<file path="config.mk">
export PLATFORM = sky130hd
export DESIGN_NAME = vga_cfg_arbiter
export DESIGN_NICKNAME = d
export VERILOG_FILES = /design/src/rtl/vga_cfg_arbiter.sv
export SDC_FILE = /design/constraint.sdc
export NUM_CORES = 1
export LEC_CHECK = 0
export CELL_PAD_IN_SITES_DETAIL_PLACEMENT = 1
export CELL_PAD_IN_SITES_GLOBAL_PLACEMENT = 1
export CORE_MARGIN = 1
export CORE_UTILIZATION = 30
export CTS_BUF_LIST = sky130_fd_sc_hd__clkbuf_4 sky130_fd_sc_hd__clkbuf_8
export CTS_CLUSTER_DIAMETER = 100
export DETAILED_ROUTE_END_ITERATION = 8
export GPL_TIMING_DRIVEN = 0
export PLACE_DENSITY_LB_ADDON = 0.12
export SYNTH_ARGS = -nofsm -noshare
export SYNTH_HDL_FRONTEND = slang
export SYNTH_SLANG_ARGS = --single-unit
export TNS_END_PERCENT = 10
</file>
<file path="constraint.sdc">
create_clock -name Clk -period 3.07 [get_ports Clk]
set_input_delay 0.307 -clock Clk [delete_from_list [all_inputs] [get_ports Clk]]
set_output_delay 0.307 -clock Clk [all_outputs]
set_load 0.03 [all_outputs]
</file>
<file path="src/rtl/vga_cfg_arbiter.sv">
// ---------------------------------------------------------------------------
// vga_cfg_arbiter
//
// Round-robin arbiter and sequencer in front of the VGA_Control configuration
// port. Several configuration masters (mode-select logic, debug bridge,
// power-on loader) post writes on Req. One at a time, a write is granted,
// checked, and issued as a single-cycle C_valid strobe. Writes to the
// resolution-select register then wait for the C_rdy load acknowledge. Each
// requester sees a one-cycle Ack on success, or a one-cycle Err on an illegal
// mode code or a missing acknowledge.
//
// Ports
//   Clk       in   system clock, rising edge
//   Rst       in   synchronous active-high reset
//   Req       in   [NUM_REQ]    per-requester request, held until Ack/Err
//   Req_addr  in   [NUM_REQ*CW] requester i address at [i*CW +: CW]
//   Req_data  in   [NUM_REQ*CW] requester i data, same slicing
//   Ack       out  [NUM_REQ]    one-hot success pulse
//   Err       out  [NUM_REQ]    one-hot failure pulse
//   C_valid   out  config write strobe
//   C_addr    out  [CW] config address, holds between strobes
//   C_data    out  [CW] config data, holds between strobes
//   C_rdy     in   load acknowledge, honoured only while waiting for it
//   Busy      out  high whenever a transaction is in progress
// ---------------------------------------------------------------------------
module vga_cfg_arbiter #(
  parameter int NUM_REQ         = 3,
  parameter int CONFIG_WIDTH    = 8,
  parameter int ADDR_VGA_CONFIG = 0,
  parameter int MODE_MAX        = 2,
  parameter int TIMEOUT         = 15
) (
  input  logic                             Clk,
  input  logic                             Rst,
  input  logic [NUM_REQ-1:0]               Req,
  input  logic [NUM_REQ*CONFIG_WIDTH-1:0]  Req_addr,
  input  logic [NUM_REQ*CONFIG_WIDTH-1:0]  Req_data,
  output logic [NUM_REQ-1:0]               Ack,
  output logic [NUM_REQ-1:0]               Err,
  output logic                             C_valid,
  output logic [CONFIG_WIDTH-1:0]          C_addr,
  output logic [CONFIG_WIDTH-1:0]          C_data,
  input  logic                             C_rdy,
  output logic                             Busy
);

  localparam int IDX_W = (NUM_REQ > 1) ? $clog2(NUM_REQ) : 1;
  localparam int CNT_W = $clog2(TIMEOUT + 1);

  localparam logic [CONFIG_WIDTH-1:0] VGA_ADDR   = CONFIG_WIDTH'(ADDR_VGA_CONFIG);
  localparam logic [CONFIG_WIDTH-1:0] MODE_MAX_C = CONFIG_WIDTH'(MODE_MAX);
  // Last WAIT cycle: the counter is about to reach TIMEOUT.
  localparam logic [CNT_W-1:0]        CNT_LAST   = CNT_W'(TIMEOUT - 1);
  localparam logic [IDX_W-1:0]        IDX_LAST   = IDX_W'(NUM_REQ - 1);

  typedef enum logic [1:0] {
    S_IDLE  = 2'd0,
    S_ISSUE = 2'd1,
    S_WAIT  = 2'd2,
    S_RESP  = 2'd3
  } state_e;

  state_e                  state_q, state_d;
  logic [IDX_W-1:0]        g_q, g_d;
  logic [IDX_W-1:0]        ptr_q, ptr_d;
  logic [CNT_W-1:0]        cnt_q, cnt_d;
  logic                    err_q, err_d;
  logic [CONFIG_WIDTH-1:0] c_addr_q, c_addr_d;
  logic [CONFIG_WIDTH-1:0] c_data_q, c_data_d;

  // Round-robin pick: first set Req bit scanning ptr, ptr+1, ... mod NUM_REQ.
  logic                    any_req;
  logic [IDX_W-1:0]        grant_idx;
  logic [CONFIG_WIDTH-1:0] sel_addr;
  logic [CONFIG_WIDTH-1:0] sel_data;

  always_comb begin : rr_pick
    int cand;
    // NOTE: every variable written in a combinational block gets a default
    // before any branch; a path that skips an assignment would infer a latch.
    any_req   = 1'b0;
    grant_idx = '0;
    cand      = 0;
    for (int i = 0; i < NUM_REQ; i++) begin
      cand = int'(ptr_q) + i;
      if (cand >= NUM_REQ) cand = cand - NUM_REQ;
      if (!any_req && Req[IDX_W'(cand)]) begin
        any_req   = 1'b1;
        grant_idx = IDX_W'(cand);
      end
    end
  end

  assign sel_addr = Req_addr[grant_idx*CONFIG_WIDTH +: CONFIG_WIDTH];
  assign sel_data = Req_data[grant_idx*CONFIG_WIDTH +: CONFIG_WIDTH];

  // State register
  always_ff @(posedge Clk) begin
    // NOTE: sequential state uses non-blocking assignments so every flop
    // samples the pre-edge values, independent of statement order.
    if (Rst) begin
      state_q  <= S_IDLE;
      g_q      <= '0;
      ptr_q    <= '0;
      cnt_q    <= '0;
      err_q    <= 1'b0;
      c_addr_q <= '0;
      c_data_q <= '0;
    end else begin
      state_q  <= state_d;
      g_q      <= g_d;
      ptr_q    <= ptr_d;
      cnt_q    <= cnt_d;
      err_q    <= err_d;
      c_addr_q <= c_addr_d;
      c_data_q <= c_data_d;
    end
  end

  // Next-state and datapath logic
  always_comb begin
    state_d  = state_q;
    g_d      = g_q;
    ptr_d    = ptr_q;
    cnt_d    = cnt_q;
    err_d    = err_q;
    c_addr_d = c_addr_q;
    c_data_d = c_data_q;

    unique case (state_q)
      S_IDLE: begin
        if (any_req) begin
          g_d = grant_idx;
          if (sel_addr == VGA_ADDR && sel_data > MODE_MAX_C) begin
            // Illegal mode: reject without touching the config bus, so
            // C_addr/C_data keep showing the last issued write.
            err_d   = 1'b1;
            state_d = S_RESP;
          end else begin
            // The output registers double as the latched request, so the
            // bus carries the values from the first ISSUE cycle onward.
            err_d    = 1'b0;
            c_addr_d = sel_addr;
            c_data_d = sel_data;
            state_d  = S_ISSUE;
          end
        end
      end

      S_ISSUE: begin
        if (c_addr_q == VGA_ADDR) begin
          cnt_d   = '0;
          state_d = S_WAIT;
        end else begin
          // Other registers are not acknowledged by VGA_Control.
          err_d   = 1'b0;
          state_d = S_RESP;
        end
      end

      S_WAIT: begin
        // C_rdy is tested first so a late acknowledge on the final cycle
        // still counts as success.
        if (C_rdy) begin
          err_d   = 1'b0;
          state_d = S_RESP;
        end else begin
          cnt_d = cnt_q + 1'b1;
          if (cnt_q == CNT_LAST) begin
            err_d   = 1'b1;
            state_d = S_RESP;
          end
        end
      end

      S_RESP: begin
        ptr_d   = (g_q == IDX_LAST) ? '0 : g_q + 1'b1;
        state_d = S_IDLE;
      end

      default: state_d = S_IDLE;
    endcase
  end

  // Outputs: decoded from registered state only, so a reset clears them
  // from the cycle after Rst is sampled.
  always_comb begin
    C_valid = (state_q == S_ISSUE);
    Busy    = (state_q != S_IDLE);
    C_addr  = c_addr_q;
    C_data  = c_data_q;
    Ack     = '0;
    Err     = '0;
    if (state_q == S_RESP) begin
      if (err_q) Err[g_q] = 1'b1;
      else       Ack[g_q] = 1'b1;
    end
  end

endmodule

</file>
==> flow_metrics.py <==
metrics = {
    "placement": {
        "dp_hpwl_um": 6176,
        "place_area_um2": 3201,
        "numPortBuffers": 76,
        "gp_congestion": 0.8284,
        "dpl_worst_slack_ps": -515.4,
    },
    "synth": {
        "synthTopCellsByArea": "dfxtp_1 23%, ha_1 5.9%, nand3_1 5.6%",
        "syn_inst": 304,
        "synth_common_cells": "28 x nor2_1, 27 x dfxtp_1, 27 x nand2_1",
        "synth-seq-area-share_pct": 23.34,
        "dominantRegCellSynth": "dfxtp_1",
        "synthArstFlopShare_pct": 0,
        "synth.most_common_cell": "nor2_1",
        "synth_edf_count": 0,
        "synth_cell_types": 57,
        "syn_avg_cell_area_um2": 7.618,
        "synth_top_area_share_pct": 23.34,
        "synthesis.nets": 369,
        "yosys_warnings": 0,
        "ys_seq_elements": 27,
        "yosysTopAreaCell": "dfxtp_1",
        "synth_area_um2": 2316,
    },
    "outcome": {
        "status": "finished, violations left",
        "failed_checks": "negative setup slack",
    },
    "detailed_routing": {
        "routed_via_density": 5.216,
        "ant_nets": 0,
        "wire_per_inst_um": 16.63,
        "drt_first_pass_iters": 4,
        "drc": 0,
        "drt-initial-drc-count": 77,
        "num_vias": 2634,
        "totalWireLength_um": 8398,
    },
    "sta": {
        "max_freq_mhz": 315.7,
        "fin_setup_tns_ps": -1203,
        "fin_crit_ps": 3167,
        "rsz0062_at_grt": "true",
        "slew_headroom_pct": 63.80,
        "clock_skew_ps": 4.935,
        "worstMarginPinSlew_ps": 542.9,
        "fin_ws_ps": -97.30,
        "setup-violations-final": 18,
        "fin_crit_sh_pct": 103.2,
        "hold_violations": 0,
        "whs_ps": 490.6,
        "drv_slew": 0,
    },
    "grt": {
        "grt_max_degree": 17,
        "grt_pass1_vias": 2802,
        "track_usage_pct": 21.16,
        "grt_overflow": 0,
        "grt_pass1_wl_um": 14090,
        "antenna_found_initial": 0,
    },
    "run": {
        "cap_viol_max_count": 0,
    },
    "worst_setup_path": {
        "start_kind": "flip-flop",
        "cp_slowest_cell": "a211oi_4",
        "crit_path_start": "ptr_q[0]",
        "r2r_start": "ptr_q[0]",
        "cp_top_family": "compound AO/OA/AOI/OAI gates",
        "worstSetupPathType": "reg2reg",
        "crit_chain": "buf_6, ha_4, mux2_4, mux2i_4, buf_6, o221a_4, nor2_4, a22oi_2, o2111ai_4, a211oi_4, buf_4, o21ai_1, a21oi_1",
        "cp_common_cell": "buf_6",
        "crit_arrival_ps": 3380,
        "crit_buf_inv": 3,
        "critical_path.max_stage_delay_ps": 460,
        "critical_path.max_fanout": 9,
        "endpoint_kind": "flip-flop",
        "required_ps": 3280,
    },
    "power": {
        "ir_drop_mv": 0.2952,
        "p_leak_nw": 1.350,
        "p_per_area_nw_per_um2": 691.4,
    },
    "clock_tree": {
        "clkSinkCount": 27,
        "htreeDepth": 1,
        "clockRootBuffer": "clkbuf_8",
        "tritoncts": "done",
        "cts_buffer_depth": 2,
        "clock_latency_ps": 280,
        "numCtsBuffers": 3,
        "postCtsHoldBufs": 0,
        "clk_pin_slew_ps": 100,
    },
    "die": {
        "pin_count": 78,
        "core_area_um2": 7370,
        "die_area_um2": 8075,
        "die-width_um": 89.86,
        "die_h_um": 89.86,
        "rows": 31,
        "start_util_pct": 31.43,
    },
    "finish": {
        "final_util_pct": 49.86,
        "fill_cells": 912,
        "syn2layout_area_growth_pct": 58.67,
        "drive_gt1_share_pct": 20.69,
        "n_antenna_cell": 0,
        "fin_nets": 472,
        "postLayoutCellArea_um2": 3675,
    },
    "hold_path": {
        "hold_start": "C_addr[1]",
        "hp-class": "reg2reg",
    },
}
## cells by family (layout without fill, tap and decap cells)
| kind of cell | count (synthesis) | in the layout | share of synthesized area (%) |
|---|---|---|---|
| AO/OA/AOI/OAI | 90 | 90 | 28.04 |
| adder cells (fa/ha/maj) | 11 | 11 | 5.943 |
| buffers and inverters | 27 | 129 | 6.105 |
| flip-flops | 27 | 27 | 23.34 |
| multiplexers | 9 | 9 | 4.700 |
| AND/OR/NAND/NOR | 140 | 140 | 31.87 |
## registers in the layout (all words and copies together), names as in the netlist
signal and flops:
C_addr 8, g_q 2, C_data 8, state_q 2, ptr_q 2, cnt_q 4
err_q 1
## placed cells by master, fill, tap and decap left out, types with 3 or more instances in the layout
cell             count
clkdlybuf4s50_1     76
nor2_1              27
nand2_1             26
dfxtp_1             25
nand3_1             25
a21oi_1             23
buf_4               22
nand2b_1            19
a311oi_1             9
o21ai_2              9
ha_1                 9
buf_6                8
o21ai_0              8
clkbuf_1             7
inv_1                6
o21ai_1              5
nor3_1               5
a211oi_1             5
mux2i_4              4
nor4_1               4
clkbuf_8             4
nand3b_1             3
nor2b_1              3
mux2i_1              3
o211ai_1             3
a22oi_2              3
or4_1                3
## power by group
group | switching [mW] | internal, mW
logic | 0.987 | 0.764
registers | 0.102 | 0.473
clock network | 0.122 | 0.0923
total | 1.21 | 1.33
## layer usage
metal | wire length [µm] | track usage, % | up-vias
met1 | 3962 | 27.84 | 1239
met5 | 0 | 0 | -
met4 | 60 | 2.285 | 0
met3 | 295 | 3.046 | 6
met2 | 4080 | 37.76 | 56
li1 | - | - | 1333
## cell type report
class	count	area, µm²	area share (%)
Buffer	17	127.6	3.473
Clock buffer	3	41.29	1.124
Clock inverter	1	7.507	0.2043
Tap cell	99	123.9	3.371
Inverter	8	32.53	0.8853
Timing Repair Buffer	100	952.2	25.91
Multi-Input combinational cell	250	1842	50.12
Sequential cell	27	548.0	14.91
## repair_timing
| item | CTS | global route |
|---|---|---|
| cloned | 1 | 0 |
| buffers inserted | 21 | 2 |
| setup endpoints to repair | 18 | 18 |
| pin swaps | 34 | 8 |
| gates resized for setup | 49 | 9 |
## tightest hold or removal path: cells and delay by family, from the launching register on
kind	cells	cell delay, ps
DFF	1	340
AOI/OAI and AO/OA	1	50
and+or+nand+nor	1	70
## path summary, 6_finish.rpt
check | to | slack (ps) | cells after the start
hold / removal | C_addr[1] | 490 | 2
setup reg to reg | C_data[2] | -100 | 13
setup / recovery | C_data[2] | -100 | 13
hold reg to reg | C_addr[1] | 490 | 2
## stage by stage
step                total power, mW  std cells
finish                        2.541        505
global route                  2.732        505
CTS                           2.514        503
detailed placement            2.091        479
global placement              2.068        479
floorplan                     1.563        304
Note: power is estimated with default switching activity, not from simulation.
